## src/rtl/keypad_pkg.sv

```systemverilog
// Shared types and constants for the 4x4 matrix keypad scanner.
// Latency: n/a (package only).
// Backpressure: n/a.
package keypad_pkg;

   localparam int KP_ROWS = 4;
   localparam int KP_COLS = 4;
   localparam int CODE_W  = 4;

   typedef enum logic [1:0] {
      IDLE     = 2'd0,
      PRESS_DB = 2'd1,
      HELD     = 2'd2,
      REL_DB   = 2'd3
   } kp_state_t;

   typedef enum logic [1:0] {
      NONE   = 2'd0,
      SINGLE = 2'd1,
      MULTI  = 2'd2
   } frame_res_t;

   // Index of the low bit of a one-hot-low column drive.
   function automatic logic [1:0] col_index(input logic [KP_COLS-1:0] c);
      logic [1:0] idx;
      idx = 2'd0;
      case (c)
         4'b1110: idx = 2'd0;
         4'b1101: idx = 2'd1;
         4'b1011: idx = 2'd2;
         4'b0111: idx = 2'd3;
         default: idx = 2'd0;
      endcase
      return idx;
   endfunction

   // Number of asserted bits in a 4-bit vector.
   function automatic logic [2:0] popcount4(input logic [3:0] v);
      return {2'b00, v[0]} + {2'b00, v[1]} + {2'b00, v[2]} + {2'b00, v[3]};
   endfunction

   // Index of the highest asserted bit; only meaningful when exactly one bit is set.
   function automatic logic [1:0] row_index(input logic [3:0] v);
      logic [1:0] idx;
      idx = 2'd0;
      for (int i = 0; i < 4; i++) begin
         if (v[i]) idx = 2'(i);
      end
      return idx;
   endfunction

endpackage

```

## src/rtl/keypad_scanner_sync.sv

```systemverilog
// Generic W-bit two-flop synchronizer for asynchronous level inputs.
// Latency: 2 clk cycles.
// Backpressure: none; samples every cycle.
module sync2 #(
   parameter int             W       = 1,
   parameter logic [W-1:0]   RST_VAL = '0
) (
   input  logic         clk,
   input  logic         rst,
   input  logic [W-1:0] d,
   output logic [W-1:0] q
);

   logic [W-1:0] meta;

   // Two back-to-back flops; reset value is the idle level of the line.
   always_ff @(posedge clk) begin
      if (rst) begin
         meta <= RST_VAL;
         q    <= RST_VAL;
      end else begin
         meta <= d;
         q    <= meta;
      end
   end

endmodule

```

## src/rtl/keypad_scanner.sv

```systemverilog
// Scans a 4x4 active-low keypad, debounces presses and shifts hex codes into a 16-bit value.
// Latency: accepted press reported one cycle after the deciding column-3 sample.
// Backpressure: none; scan runs continuously and key_valid/set are single-cycle pulses.
module keypad_scanner
   import keypad_pkg::*;
#(
   parameter int SCAN_DIV = 1000,
   parameter int DEBOUNCE = 4
) (
   input  logic                clk,
   input  logic                rst,
   input  logic [KP_ROWS-1:0]  row,
   output logic [KP_COLS-1:0]  col,
   output logic [CODE_W-1:0]   key_code,
   output logic                key_valid,
   output logic [15:0]         value,
   output logic                set
);

   localparam int DIV_W = $clog2(SCAN_DIV);
   localparam int FC_W  = $clog2(DEBOUNCE + 1);

   logic [KP_ROWS-1:0] row_sync;
   logic [DIV_W-1:0]   div_cnt;
   logic               col_tick;
   logic               frame_done;
   logic [1:0]         cidx;

   // Accumulator: number of low (row, column) hits this frame, saturating at 2.
   logic [1:0]         acc_hits;
   logic [CODE_W-1:0]  acc_code;
   logic [1:0]         hits_now;
   logic [CODE_W-1:0]  code_now;
   logic [KP_ROWS-1:0] rows_low;
   logic [2:0]         low_cnt;
   frame_res_t         frame_res;

   kp_state_t          state_q, state_d;
   logic [CODE_W-1:0]  cand_q, cand_d;
   logic [FC_W-1:0]    fcnt_q, fcnt_d;
   logic               accept;
   logic [CODE_W-1:0]  accept_code;

   sync2 #(.W(KP_ROWS), .RST_VAL({KP_ROWS{1'b1}})) u_row_sync (
      .clk (clk),
      .rst (rst),
      .d   (row),
      .q   (row_sync)
   );

   assign col_tick   = (div_cnt == DIV_W'(SCAN_DIV - 1));
   assign cidx       = col_index(col);
   assign frame_done = col_tick && (cidx == 2'd3);

   // Column dwell divider.
   always_ff @(posedge clk) begin
      if (rst) begin
         div_cnt <= '0;
      end else if (col_tick) begin
         div_cnt <= '0;
      end else begin
         div_cnt <= div_cnt + DIV_W'(1);
      end
   end

   // Rotate the low column left once per dwell period.
   always_ff @(posedge clk) begin
      if (rst) begin
         col <= 4'b1110;
      end else if (col_tick) begin
         col <= {col[KP_COLS-2:0], col[KP_COLS-1]};
      end
   end

   // Fold the current column's sample into the running frame tally.
   always_comb begin
      rows_low = ~row_sync;
      low_cnt  = popcount4(rows_low);
      hits_now = acc_hits;
      code_now = acc_code;
      if (low_cnt == 3'd1) begin
         if (acc_hits == 2'd0) begin
            hits_now = 2'd1;
            code_now = {row_index(rows_low), cidx};
         end else begin
            hits_now = 2'd2;
         end
      end else if (low_cnt != 3'd0) begin
         hits_now = 2'd2;
      end
      if (hits_now == 2'd0) begin
         frame_res = NONE;
      end else if (hits_now == 2'd1) begin
         frame_res = SINGLE;
      end else begin
         frame_res = MULTI;
      end
   end

   // Frame accumulator: updated on each column sample, cleared at frame end.
   always_ff @(posedge clk) begin
      if (rst) begin
         acc_hits <= '0;
         acc_code <= '0;
      end else if (frame_done) begin
         acc_hits <= '0;
         acc_code <= '0;
      end else if (col_tick) begin
         acc_hits <= hits_now;
         acc_code <= code_now;
      end
   end

   // Debounce FSM state register.
   always_ff @(posedge clk) begin
      if (rst) begin
         state_q <= IDLE;
         cand_q  <= '0;
         fcnt_q  <= '0;
      end else begin
         state_q <= state_d;
         cand_q  <= cand_d;
         fcnt_q  <= fcnt_d;
      end
   end

   // Debounce FSM next-state: advances only on a completed frame.
   always_comb begin
      state_d     = state_q;
      cand_d      = cand_q;
      fcnt_d      = fcnt_q;
      accept      = 1'b0;
      accept_code = cand_q;
      if (frame_done) begin
         case (state_q)
            IDLE: begin
               if (frame_res == SINGLE) begin
                  cand_d = code_now;
                  if (DEBOUNCE == 1) begin
                     accept      = 1'b1;
                     accept_code = code_now;
                     state_d     = HELD;
                  end else begin
                     fcnt_d  = FC_W'(1);
                     state_d = PRESS_DB;
                  end
               end
            end
            PRESS_DB: begin
               if (frame_res == SINGLE) begin
                  if (code_now == cand_q) begin
                     if (fcnt_q + FC_W'(1) == FC_W'(DEBOUNCE)) begin
                        accept  = 1'b1;
                        state_d = HELD;
                     end else begin
                        fcnt_d = fcnt_q + FC_W'(1);
                     end
                  end else begin
                     cand_d = code_now;
                     fcnt_d = FC_W'(1);
                  end
               end else begin
                  state_d = IDLE;
               end
            end
            HELD: begin
               if (frame_res == NONE) begin
                  if (DEBOUNCE == 1) begin
                     state_d = IDLE;
                  end else begin
                     fcnt_d  = FC_W'(1);
                     state_d = REL_DB;
                  end
               end
            end
            REL_DB: begin
               if (frame_res == NONE) begin
                  if (fcnt_q + FC_W'(1) == FC_W'(DEBOUNCE)) begin
                     state_d = IDLE;
                  end else begin
                     fcnt_d = fcnt_q + FC_W'(1);
                  end
               end else begin
                  state_d = HELD;
               end
            end
            default: state_d = IDLE;
         endcase
      end
   end

   // Register the accepted code and shift it into the display value.
   always_ff @(posedge clk) begin
      if (rst) begin
         key_code  <= '0;
         key_valid <= 1'b0;
         value     <= '0;
         set       <= 1'b0;
      end else begin
         key_valid <= accept;
         set       <= accept;
         if (accept) begin
            key_code <= accept_code;
            value    <= {value[11:0], accept_code};
         end
      end
   end

endmodule

```

## config.mk

```make
export PLATFORM = sky130hd
export DESIGN_NAME = keypad_scanner
export DESIGN_NICKNAME = d
export VERILOG_FILES = /design/src/rtl/keypad_pkg.sv /design/src/rtl/keypad_scanner_sync.sv /design/src/rtl/keypad_scanner.sv
export SDC_FILE = /design/constraint.sdc
export NUM_CORES = 1
export LEC_CHECK = 0
export CAP_MARGIN = 30
export CORE_MARGIN = 5
export CORE_UTILIZATION = 40
export CTS_CLUSTER_DIAMETER = 120
export DETAILED_ROUTE_END_ITERATION = 12
export GPL_TIMING_DRIVEN = 0
export PLACE_DENSITY = 0.68
export RECOVER_POWER = 25
export SLEW_MARGIN = 30
export SYNTH_ARGS = -nofsm -noshare
export SYNTH_HDL_FRONTEND = slang
export SYNTH_SLANG_ARGS = --single-unit
```

## constraint.sdc

```tcl
create_clock -name clk -period 3.8 [get_ports clk]
set_input_delay 0.76 -clock clk [delete_from_list [all_inputs] [get_ports clk]]
set_output_delay 0.76 -clock clk [all_outputs]
set_load 0.1 [all_outputs]
```

[After elaboration in Yosys (flattened, before gate mapping)]
Index checks and enable logic that the tools add are counted.
Widths: inputs -> output; s select.
Storage, ports and cells
  flip-flop bits (word level): 58
  logic and storage cells: 86
  output and inout bits: 26
  input port bits: 6
Operators by class
  bitwise gates (word level): 1
  muxes and demuxes: 35
  reductions and logical operators: 12
  eq/ne operators: 21
  add/sub/neg operators: 5
Operators with widths (number)
  $mux 2: 14
  $mux 4: 5
  $mux 3: 6
  $pmux 3 s4: 1
  $add 10x1->10 const B: 1
  $eq 10x10->1 const B: 1
  $ne 2x2->1 const B: 5
  $reduce_and 5->1: 2
  $ne 3x3->1 const B: 3
  $eq 4x4->1 const B: 2
  $logic_not 2->1: 4
  $pmux 2 s4: 1
  $pmux 4 s2: 1
  $eq 2x1->1 const B: 3
  $eq 2x2->1 const B: 3
  $mux 1: 6
  $pmux 2 s3: 1
  $reduce_and 6->1: 1
  $eq 4x3->1 const B: 1
  $eq 4x4->1: 1
  $not 4->4: 1
  $reduce_or 2->1: 2
  $add 2x1->3: 1
  $add 3x1->3: 1
  7 further kinds: 7

[Longest topological paths before layout]
  depth in word-level cells: 14
  gate-level depth with buffers: 14
  mapped depth without buffers: 11

[Cells and area by module]
Synthesis repeated with hierarchy kept, for this count alone.
Second synthesis, totals
  cells, all modules: 300
  area, all modules: 2620.0 µm²
Modules (own cells, without submodules)
  keypad_scanner: times used 1, area each 2409.8 µm², cells each 284, sequential area each 920.9 µm²
  sync2: times used 1, area each 210.2 µm², cells each 16, sequential area each 160.2 µm²

[Worst setup path after synthesis]
Ideal clock, no wire load.
  path type: flip-flop to flip-flop
  from: register u_row_sync.q[0]
  to: register cand_q[1], in the netlist accept_code[1]
  data required time: 3.672 ns
  buffers on the path: 1
  cell stages (with the launch flop): 13
  library setup time: 0.128 ns
  arrival: 3.346 ns
  period minus slack after synthesis: 3.474 ns
  slack: 0.326 ns
  cells stage by stage: dfxtp_1 > fa_1 > inv_1 > ha_1 > ha_1 > or3b_4 > or2_1 > clkbuf_2 > or3_4 > o211a_4 > o41ai_4 > mux2i_1 > nor2_1
Between the ends
  cells in the longest elaborated chain, start to end: 13
  elaborated cells between the ends (all ways): 23
  classes of those cells: 3 x add/sub; 7 x eq/ne; 9 x mux; 1 x bitwise; 3 x reduce/logical
RTL lines
  from (decl): line keypad_scanner_sync.sv:11  | output logic [W-1:0] q
  from (signal assigned): line keypad_scanner_sync.sv:23  | q <= meta;
  $not 4->4 (*): line keypad_scanner.sv:77  | rows_low = ~row_sync;
  $add 1x1->2 (*): line keypad_pkg.sv:39  | return {2'b00, v[0]} + {2'b00, v[1]} + {2'b00, v[2]} + {2'b00, v[3]};
  $add 2x1->3 (*): line keypad_pkg.sv:39
  $add 3x1->3 (*): line keypad_pkg.sv:39
  $reduce_bool 3->1: line keypad_scanner.sv:88  | end else if (low_cnt != 3'd0) begin
  $mux 2: line keypad_scanner.sv:88
  $mux 2: line keypad_scanner.sv:81  | if (low_cnt == 3'd1) begin
  $eq 2x1->1: line keypad_scanner.sv:93  | end else if (hits_now == 2'd1) begin
  $mux 2: line keypad_scanner.sv:93
  $mux 2: line keypad_scanner.sv:91  | if (hits_now == 2'd0) begin
  $eq 2x1->1: line keypad_scanner.sv:137, keypad_scanner.sv:150
  $ne 2x2->1 (no source line)
  $reduce_and 5->1 (no source line)
  to (signal assigned): line keypad_scanner.sv:122  | cand_q <= cand_d;
  to (decl): line keypad_scanner.sv:39  | logic [CODE_W-1:0] cand_q, cand_d;
Every way passes the cells marked *; elsewhere a longest branch is shown, timed or not. The select of a mux whose other input is x is not followed.
A chain may end at the register's enable or synchronous reset.

[Worst setup path in the final report]
  from: register u_row_sync.q[0]
  to: register cand_q[3], in the netlist accept_code[3]
Same word-level chain as after synthesis.

==> metrics.md <==
| Metric | Value |
|---|---|
| Status | complete, no violations |
| CTS Root Cell | clkbuf_8 |
| Number of global-route vias before repair | roughly 2000 |
| Core ar. | between 6000 and 7000 um^2 |
| Delay-heaviest family, CP | simple AND/OR/NAND/NOR gates |
| RSZ-0062 raised after global routing | false |
| GP Congestion | approximately 0.86 |
| Slew Limit Fails | 0 |
| Post-Syn Instances | 283 |
| Vias | 2059 |
| # diodes | 0 |
| Max Fclk | roughly 0.28 GHz |
| Most common cell after layout, fill and taps aside | dfxtp_1 |
| Residual DRC count | 0 |
| Initial drt markers | ~80 |
| Clk buf depth | 2 |
| Min-Delay Path Class | register to register |
| Register bit total from synthesis | 54 |
| Top cell type's share of synthesized area | 42.6% |
| Share of layout cells above drive strength 1 | between 10% and 20% |
| Clk slew on worst S/H paths | 0.09 ns |
| Synth area leader | dfxtp_1 |
| Pint | 0.821 mW |
| Final Hold Vio Count | 0 |
| Fillers | roughly 590 |
| Data arrival, critical path | ~3.8 ns |
| CTS H-tree lvls | 2 |
| Finish-stage setup viols | 0 |
| Sw Share | between 20% and 30% |
| MaxCap Viol Count | 0 |
| Least-Margin Pin Slew | between 0.9 and 1 ns |
| CP Max Fanout | 6 |
| Worst path buffer plus inverter count | 1 |
| Final net count | between 300 and 400 |
| First-pass GRT wire length | around 8.9 mm |
| I/O pin total | 32 |
| Final cell utilization of the core | approximately half |
| Die area | 8040 um^2 |
| Initial core utilization | between 40% and 50% |
| Largest net degree at the start of global routing | 18 |
| Reg power frac | 54.6% |
| Cts hold-fix bufs | 0 |
| Syn Nets | a little under 300 |
| Max incr delay on CP | between 0.5 and 0.6 ns |
| Warnings, synthesis | 0 |
| Dpl cells | 390 |
| Post-synth ARST share | 0% |
| Post-synth EDFFs | 0 |
| Die height | between 80 and 90 um |
| Seq/Total Area, Yosys | between 40% and 50% |
| Fin area | about 3100 um^2 |
| Power Density | between 300 and 400 nW/um^2 |
| Gr usage total | between 10 and 15% |
| Most frequent cells in the layout | dfxtp_1, nor2_1, clkdlybuf4s50_1 |
| Worst setup SP type | register |
| Clock Power Share | a little under two fifths |
| Synth unique cells | 51 |
| Leakage | 1.30 nW |
| Final Cycle Share | 95.3% |
| Worst rel slew slack | a little over a third |
| CTS tree | built |
| Switching component of the power | between 0.2 and 0.25 mW |
| Port bufs | 30 |
| Overall routed net length | 5.17 mm |
| Crit-path slowest cell | or4_1 |
| Post-Layout Cell Count | ~400 |
| Drt first pass iters | 4 |
| Setup crit end kind | register |
| CTS buffer count | 5 |
| Synthesized area | about 2500 um^2 |
| VDD IR max | between 150 and 200 uV |
| Clk_lat worst skew | 0.31 ns |
| Crit path required time | between 3 and 4 ns |
| Final clock skew | 0.00507 ns |
| Placed Area | 2930 um^2 |
| Synth area leaders | dfxtp_1, mux2i_1, nor2_1 |
| Main synth FF type | dfxtp_1 |
| Avg Synthesized Cell Area | roughly 9.0 um^2 |
| Avg WL per Cell | between 10 and 15 um |
| Final ANT Viol Nets | 0 |
| Row count | 29 |
| Hpwl dp | 3.68 mm |
| # clock sinks | 54 |
| GRT Residual Overflow | 0 |
| Minimum clock period | about 3.6 ns |
| Setup TNS | 0 ns |
| CP Cell Sequence | fa_1 -> inv_1 -> ha_1 -> ha_4 -> or3b_4 -> or4_1 -> a21bo_2 -> and2_1 -> o41ai_4 -> mux2i_1 -> nor2_1 |
| Die Wd | between 80 and 90 um |
| Initial antenna violation count | 0 |
| Combinational group share of total power | 7.1% |
| CP Class | register to register |
| Vias per Instance | 5.10 |
| Area grow syn2layout | 23.4% |
-- logic make-up (layout without fill, tap and decap cells) --
group,count (synthesis),after routing,share of synthesized area (%)
fa+ha+maj,6,6,3.25
xor+xnor,11,11,3.80
simple gates,128,128,25.5
flops,54,54,42.6
buf+inv,24,68,4.68
mux,22,22,8.73
compound gates,38,38,11.4
-- worst paths after layout --
kind,start,endpoint,slack [ns],depth (start not counted)
max,u_row_sync.q[0]$_SDFF_PP1_,accept_code[3]$_SDFFE_PP0P_,0.18,11
min,u_row_sync.meta[2]$_SDFF_PP1_,u_row_sync.q[2]$_SDFF_PP1_,0.42,1
min reg2reg,u_row_sync.meta[2]$_SDFF_PP1_,u_row_sync.q[2]$_SDFF_PP1_,0.42,1
max reg2reg,u_row_sync.q[0]$_SDFF_PP1_,accept_code[3]$_SDFFE_PP0P_,0.18,11
-- cells in the mapped netlist (5+ instances only) --
cell,instances
and2_1,5
or2_2,9
xnor2_1,8
inv_1,9
ha_1,5
nand2_1,22
o21ai_0,8
nor2_1,47
dfxtp_1,54
mux2i_1,21
clkbuf_1,6
a21oi_1,10
nand4_1,6
buf_4,5
nand3_1,10
-- worst register-to-register path, delay by kind of cell (launching register included) --
kind,cells,cell delay (ns)
AOI/OAI and AO/OA,2,0.72
and+or+nand+nor,4,1.20
DFF,1,0.33
muxes,1,0.25
adders and majority gates,3,0.96
buffers and inverters,1,0.05
-- stage by stage --
| stage | total power, mW | setup WS (ns) | hold slack (ns) |
|---|---|---|---|
| 2_1_floorplan | 0.643 | 0.326 | 0.389 |
| 3_3_place_gp | 0.662 | 0.0789 | 0.396 |
| 3_5_place_dp | 0.663 | 0.0444 | 0.397 |
| 4_1_cts | 1.07 | 0.0133 | 0.422 |
| 5_1_grt | 1.10 | 0.0148 | 0.434 |
| 6_report | 1.06 | 0.178 | 0.415 |
-- cell type report --
type | count | area (um^2) | share of cell area [%]
Multi-Input combinational cell | 205 | 1360 | 43.4
Sequential cell | 54 | 1080 | 34.6
Timing Repair Buffer | 37 | 353 | 11.3
Tap cell | 77 | 96.3 | 3.08
Buffer | 14 | 86.3 | 2.76
Clock buffer | 6 | 82.6 | 2.64
Clock inverter | 2 | 38.8 | 1.24
Inverter | 9 | 33.8 | 1.08
-- power groups by stage --
stage / sequential [mW] / clock (mW) / combinational [mW]
after floorplan: 0.589 / 0 / 0.0545
after global placement: 0.590 / 0 / 0.0716
after detailed placement: 0.590 / 0 / 0.0735
after CTS: 0.577 / 0.422 / 0.0738
after global routing: 0.578 / 0.438 / 0.0843
final: 0.577 / 0.405 / 0.0752
-- repair_timing --
item                                    CTS  global route
buffers inserted                          0             7
gates resized for setup                   0             7
endpoints found under the setup margin    0            17
-- routing by layer --
layer / GRT usage (%) / share of wire, % / up-vias
met1: 18.3 / 47 / 945
li1: - / - / 1064
met2: 22.6 / 46 / 41
met3: 2.65 / 4.5 / 9
met4: 5.01 / 1.7 / 0
met5: 0 / 0 / -
-- registers in the layout, summed over array words and instances (netlist names), 3 cells and up --
| signal | cells |
|---|---|
| key_code | 3 |
| acc_code | 4 |
| div_cnt | 10 |
| accept_code | 4 |
| col | 4 |
| u_row_sync.meta | 4 |
| value | 13 |
| u_row_sync.q | 4 |
| fcnt_q | 3 |
(Power assumes the default switching activity.)
==> variant 1: new RTL, same settings <==
Register the input `row` before use, without a reset. The logic sees it one clock later.
--- a/src/rtl/keypad_scanner.sv
+++ b/src/rtl/keypad_scanner.sv
@@ -21,4 +21,10 @@
    localparam int FC_W  = $clog2(DEBOUNCE + 1);
 
+   logic [KP_ROWS-1:0] row_q;
+
+   always_ff @(posedge clk) begin
+      row_q <= row;
+   end
+
    logic [KP_ROWS-1:0] row_sync;
    logic [DIV_W-1:0]   div_cnt;
@@ -45,5 +51,5 @@
       .clk (clk),
       .rst (rst),
-      .d   (row),
+      .d   (row_q),
       .q   (row_sync)
    );
Formal check against the unedited RTL: same outputs for any inputs over 10 cycles, from zero or initial values and one cycle with rst high; that may be too few to reach the edited logic, so the function may still have changed.
==> variant 1 against the unedited design <==
  * Setup slack worse by 0.030 ns
  * Final area up 1.6%
  * Sequential power increased by 7.8%
  * Sequential cell count rose by 4
  * Die area decreased by 0.48%
  * Largest power group unchanged
  * Largest cell class unchanged
  * Routed wire length up 0.39%
  * Total power grew 25%
  * Area after synthesis fell by 0.54%
  * Critical path type unchanged
==> variant 1: results (changes against the unedited design) <==
- Synth top area cells: dfxtp_1 46%, mux2i_1 9.9%, nor2_1 5.9%
- Place WS: -0.1692 ns (-0.2136 ns)
- Vias in the first global route: 1933 (-0.72%)
- Placer Congestion: 0.9143 (+6.3%)
- Clock transition at path regs: 0.06 ns (-0.03 ns)
- Syn nets: 280 (-5.1%)
- Critical path's slowest cell: or4b_1
- First-pass GRT wire length: 8790 um (-1.4%)
- Result of the run: complete, no violations
- Slew HR: 0.3385 (-0.01164)
- Htree depth: 3 (+1)
- Post-synthesis area per instance: 9.417 um^2 (+5.0%)
- Clk_lat worst skew: 0.33 ns (+0.02 ns)
- Skew final: 0.005915 ns (+0.0008441 ns)
- Vias/cell: 5.148 (+1.0%)
- Yosys cell types: 50 (-2.0%)
- Nets: 322 (-4.7%)
- Fillers: 581 (-2.2%)
- Hpwl dp: 3590 um (-2.4%)
- Post-DR wirelength/cell: 13.27 um (+3.7%)
- Crit-path max FO: 10 (+4)
- Iteration-0 DRC Markers: 109 (+38%)
- Top post-synthesis cells by count: 58 x dfxtp_1, 40 x nor2_1, 25 x mux2i_1, 19 x nand2_1, 12 x a21oi_1
- Cell-internal power: 1.041 mW (+27%)
- Final wirelength: 5189 um (+0.39%)
- CTS buffer count: 9 (+4)
- Maximum vdd ir drop: 0.0002821 V (+53%)
- Pin count of the biggest net entering global routing: 11 (-7)
- Total track usage: 0.1455 (+0.006600)
variant 1: routing by layer:
metal,wire (um),track usage
met5,0,0
met4,80,0.07713
met3,226,0.04885
met2,2509,0.2371
met1,2373,0.1686
variant 1: final cells by class:
class | count | area [um^2] | area share
Inverter | 7 | 26.28 | 0.008258
Timing Repair Buffer | 31 | 307.8 | 0.09674
Clock buffer | 14 | 192.7 | 0.06056
Sequential cell | 58 | 1162 | 0.3653
Tap cell | 77 | 96.34 | 0.03028
Buffer | 13 | 82.58 | 0.02595
Clock inverter | 1 | 30.03 | 0.009438
Multi-Input combinational cell | 190 | 1284 | 0.4035
variant 1: final timing paths:
path | start | endpoint | slack [ns] | cells after the start
worst max-delay path | u_row_sync.q[0]$_SDFF_PP1_ | key_code[1]$_SDFFE_PP0P_ | 0.15 | 13
worst min-delay path | u_row_sync.meta[2]$_SDFF_PP1_ | u_row_sync.q[2]$_SDFF_PP1_ | 0.41 | 1
worst max register to register | u_row_sync.q[0]$_SDFF_PP1_ | key_code[1]$_SDFFE_PP0P_ | 0.15 | 13
worst min register to register | u_row_sync.meta[2]$_SDFF_PP1_ | u_row_sync.q[2]$_SDFF_PP1_ | 0.41 | 1
variant 1: what timing repair did:
action | 4_1_cts | 5_1_grt
pin swaps | 1 | 0
hold endpoints to repair | 0 | 0
setup buffers | 1 | 0
resized for setup | 2 | 6
cloned | 0 | 0
setup endpoints to repair | 13 | 10
variant 1: kinds of logic after synthesis:
| group | synth area share |
|---|---|
| simple gates | 0.2152 |
| flops | 0.4601 |
| mux | 0.1036 |
| compound gates | 0.1116 |
| xor+xnor | 0.03471 |
| fa+ha+maj | 0.03272 |
| buf+inv | 0.04214 |
variant 1: power groups by stage:
stage               Sequential (mW)  Clock (mW)  Combinational (mW)
global route                  0.623       0.659              0.0974
global placement              0.635           0              0.0812
floorplan                     0.634           0              0.0624
CTS                           0.622       0.633              0.0881
detailed placement            0.636           0              0.0840
finish                        0.622       0.614              0.0891
variant 1: per-stage QoR:
step | utilization | total power [mW] | instance area [um^2] | hold slack [ns] | TNS, ns
5_1_grt | 0.5098 | 1.380 | 3182 | 0.4170 | 0
4_1_cts | 0.5064 | 1.343 | 3161 | 0.4055 | 0
3_3_place_gp | 0.4679 | 0.7164 | 2920 | 0.3908 | -0.9626
2_1_floorplan | - | 0.6968 | 2524 | 0.3895 | 0
6_report | 0.5098 | 1.326 | 3182 | 0.4061 | 0
3_5_place_dp | 0.4679 | 0.7198 | 2920 | 0.3923 | -1.494
==> variant 2: new RTL, config.mk and constraints unchanged <==
Without the edit above. Set the parameter `DEBOUNCE` to 16 (it was 4).
--- a/src/rtl/keypad_scanner.sv
+++ b/src/rtl/keypad_scanner.sv
@@ -6,5 +6,5 @@
 #(
    parameter int SCAN_DIV = 1000,
-   parameter int DEBOUNCE = 4
+   parameter int DEBOUNCE = 16
 ) (
    input  logic                clk,
Behaviour: no difference found for any inputs over 10 cycles, from zero or initial values and one cycle with rst high; that may be too few to reach the edited logic, so the function may still have changed.
==> variant 2 against the unedited design <==
  * Final cell count is 8.9% higher
  * Synthesized cell count is 8.1% higher
  * Non-clock buffer count is the same
  * Sequential cell count grew 2
  * Setup slack gained 0.13 ns
  * Final area rose by 5.9%
  * Total power is 2.2% lower
  * Area after synthesis rose by 9.9%
  * Routed wire length grew 17%
  * Largest cell class unchanged
==> variant 2: results (changes against the unedited design) <==
- Port buffer count: 31 (+3.3%)
- Placer Congestion: 0.8269 (-3.8%)
- Maximum vdd ir drop: 0.0001628 V (-12%)
- Post-Route M1 WL: 2766 um (+13%)
- Worst path arrival time: 3.73 ns (-0.08 ns)
- Place WS: 0.1623 ns (+0.1179 ns)
- Top flop regs: value (13), div_cnt (10), fcnt_q (5)
- Syn nets: 317 (+7.5%)
- Crit-path max FO: 10 (+4)
- Top post-synthesis cells by count: 56 x dfxtp_1, 26 x nand2b_1, 24 x nor2_1, 23 x mux2i_1, 15 x nor3_1
- Iteration-0 DRC Markers: 103 (+30%)
- Post-DR wirelength/cell: 13.77 um (+7.6%)
- WL met2: 2819 um (+18%)
- Post-synthesis sequential area ratio: 0.4020 (-0.02406)
- Nets: 355 (+5.0%)
- Vias in the first global route: 2243 (+15%)
- Synth top area cells: dfxtp_1 40%, mux2i_1 8.3%, nand2b_1 5.8%
- Vias/cell: 5.200 (+2.0%)
- Result of the run: complete, no violations
- CP peak stage delay: 0.51 ns (-0.04 ns)
- P_leak: 1.147 nW (-12%)
- Share of cells above drive strength 1: 0.1017 (-0.03281)
- Critical path's slowest cell: fa_1
- Yosys cell types: 53 (+3.9%)
- Worst-Margin Slew: 0.9813 ns (+0.009626 ns)
- Met3 Routed Length: 408 um (+76%)
- Total track usage: 0.1468 (+0.007891)
- Hpwl dp: 4432 um (+20%)
- Hold Path Class: reg2reg
- Skew final: 0.01038 ns (+0.005311 ns)
- Psw: 0.2529 mW (+7.2%)
- Pin count of the biggest net entering global routing: 17 (-1)
-- variant 2: changes by cell type after synthesis, sizes merged, moves of 4 or more --
cell    change
a211oi      +4
a21o        +4
nand2      -11
nand2b     +24
nor2       -23
nor3       +11
nor3b       +4
nor4        +4
-- variant 2: layout make-up --
class / instances / area, um^2 / area share
well taps: 96 / 120.1 / 0.03623
clock buffers: 6 / 82.58 / 0.02491
plain buffers: 20 / 123.9 / 0.03736
multi-input cells: 222 / 1519 / 0.4581
inverters: 8 / 30.03 / 0.009057
clock inverters: 1 / 8.758 / 0.002642
flip-flops and latches: 56 / 1121 / 0.3381
repair buffers: 31 / 310.3 / 0.09359
-- variant 2: per-layer routing --
layer  GRT usage  vias to the layer above
met2      0.2490                       78
met4     0.04640                        0
met5           0                        -
met1      0.1859                     1037
li1            -                     1167
met3     0.02977                        6
-- variant 2: kinds of logic after synthesis --
group / after synthesis / synth area share
AOI/OAI and AO/OA: 43 / 0.1086
xor gates and xnor gates: 11 / 0.03455
adders and majority gates: 5 / 0.02512
buffers and inverters: 28 / 0.05518
DFF: 56 / 0.4020
muxes: 25 / 0.09062
and+or+nand+nor: 138 / 0.2840
-- variant 2: power groups by stage --
stage,clock network [mW],logic (mW),registers [mW]
6_report,0.331,0.106,0.597
5_1_grt,0.367,0.117,0.599
4_1_cts,0.341,0.105,0.597
3_5_place_dp,0,0.105,0.611
3_3_place_gp,0,0.104,0.611
2_1_floorplan,0,0.0776,0.610
-- variant 2: metrics by stage --
step                      hold slack [ns]  utilization  instances  cell area (um^2)  total power [mW]
after floorplan                    0.3895            -        306              2789            0.6875
after global placement             0.3923       0.4738        433              3219            0.7146
after detailed placement           0.3940       0.4738        433              3219            0.7161
after CTS                          0.4087       0.4873        440              3311             1.044
after global routing               0.4225       0.4880        440              3316             1.083
final                              0.4049       0.4880        440              3316             1.034
-- variant 2: final timing paths --
check                                startpoint                    endpoint  slack, ns  depth (start not counted)
setup / recovery     u_row_sync.q[3]$_SDFF_PP1_      value[10]$_SDFFE_PP0P_       0.31                         13
hold / removal    u_row_sync.meta[0]$_SDFF_PP1_  u_row_sync.q[0]$_SDFF_PP1_       0.40                          1
setup reg to reg     u_row_sync.q[3]$_SDFF_PP1_      value[10]$_SDFFE_PP0P_       0.31                         13
hold reg to reg   u_row_sync.meta[0]$_SDFF_PP1_  u_row_sync.q[0]$_SDFF_PP1_       0.40                          1
-- variant 2: worst register-to-register path, cell delays in order (launching register included) --
cell and delay (ns):
dfxtp_1 0.38, fa_1 0.51, inv_1 0.04, ha_1 0.18, ha_1 0.31, or3_1 0.34, buf_2 0.17, or4_1 0.50
nand4_1 0.12, o2111a_1 0.22, and3_1 0.17, buf_6 0.16, buf_12 0.15, mux2i_1 0.18
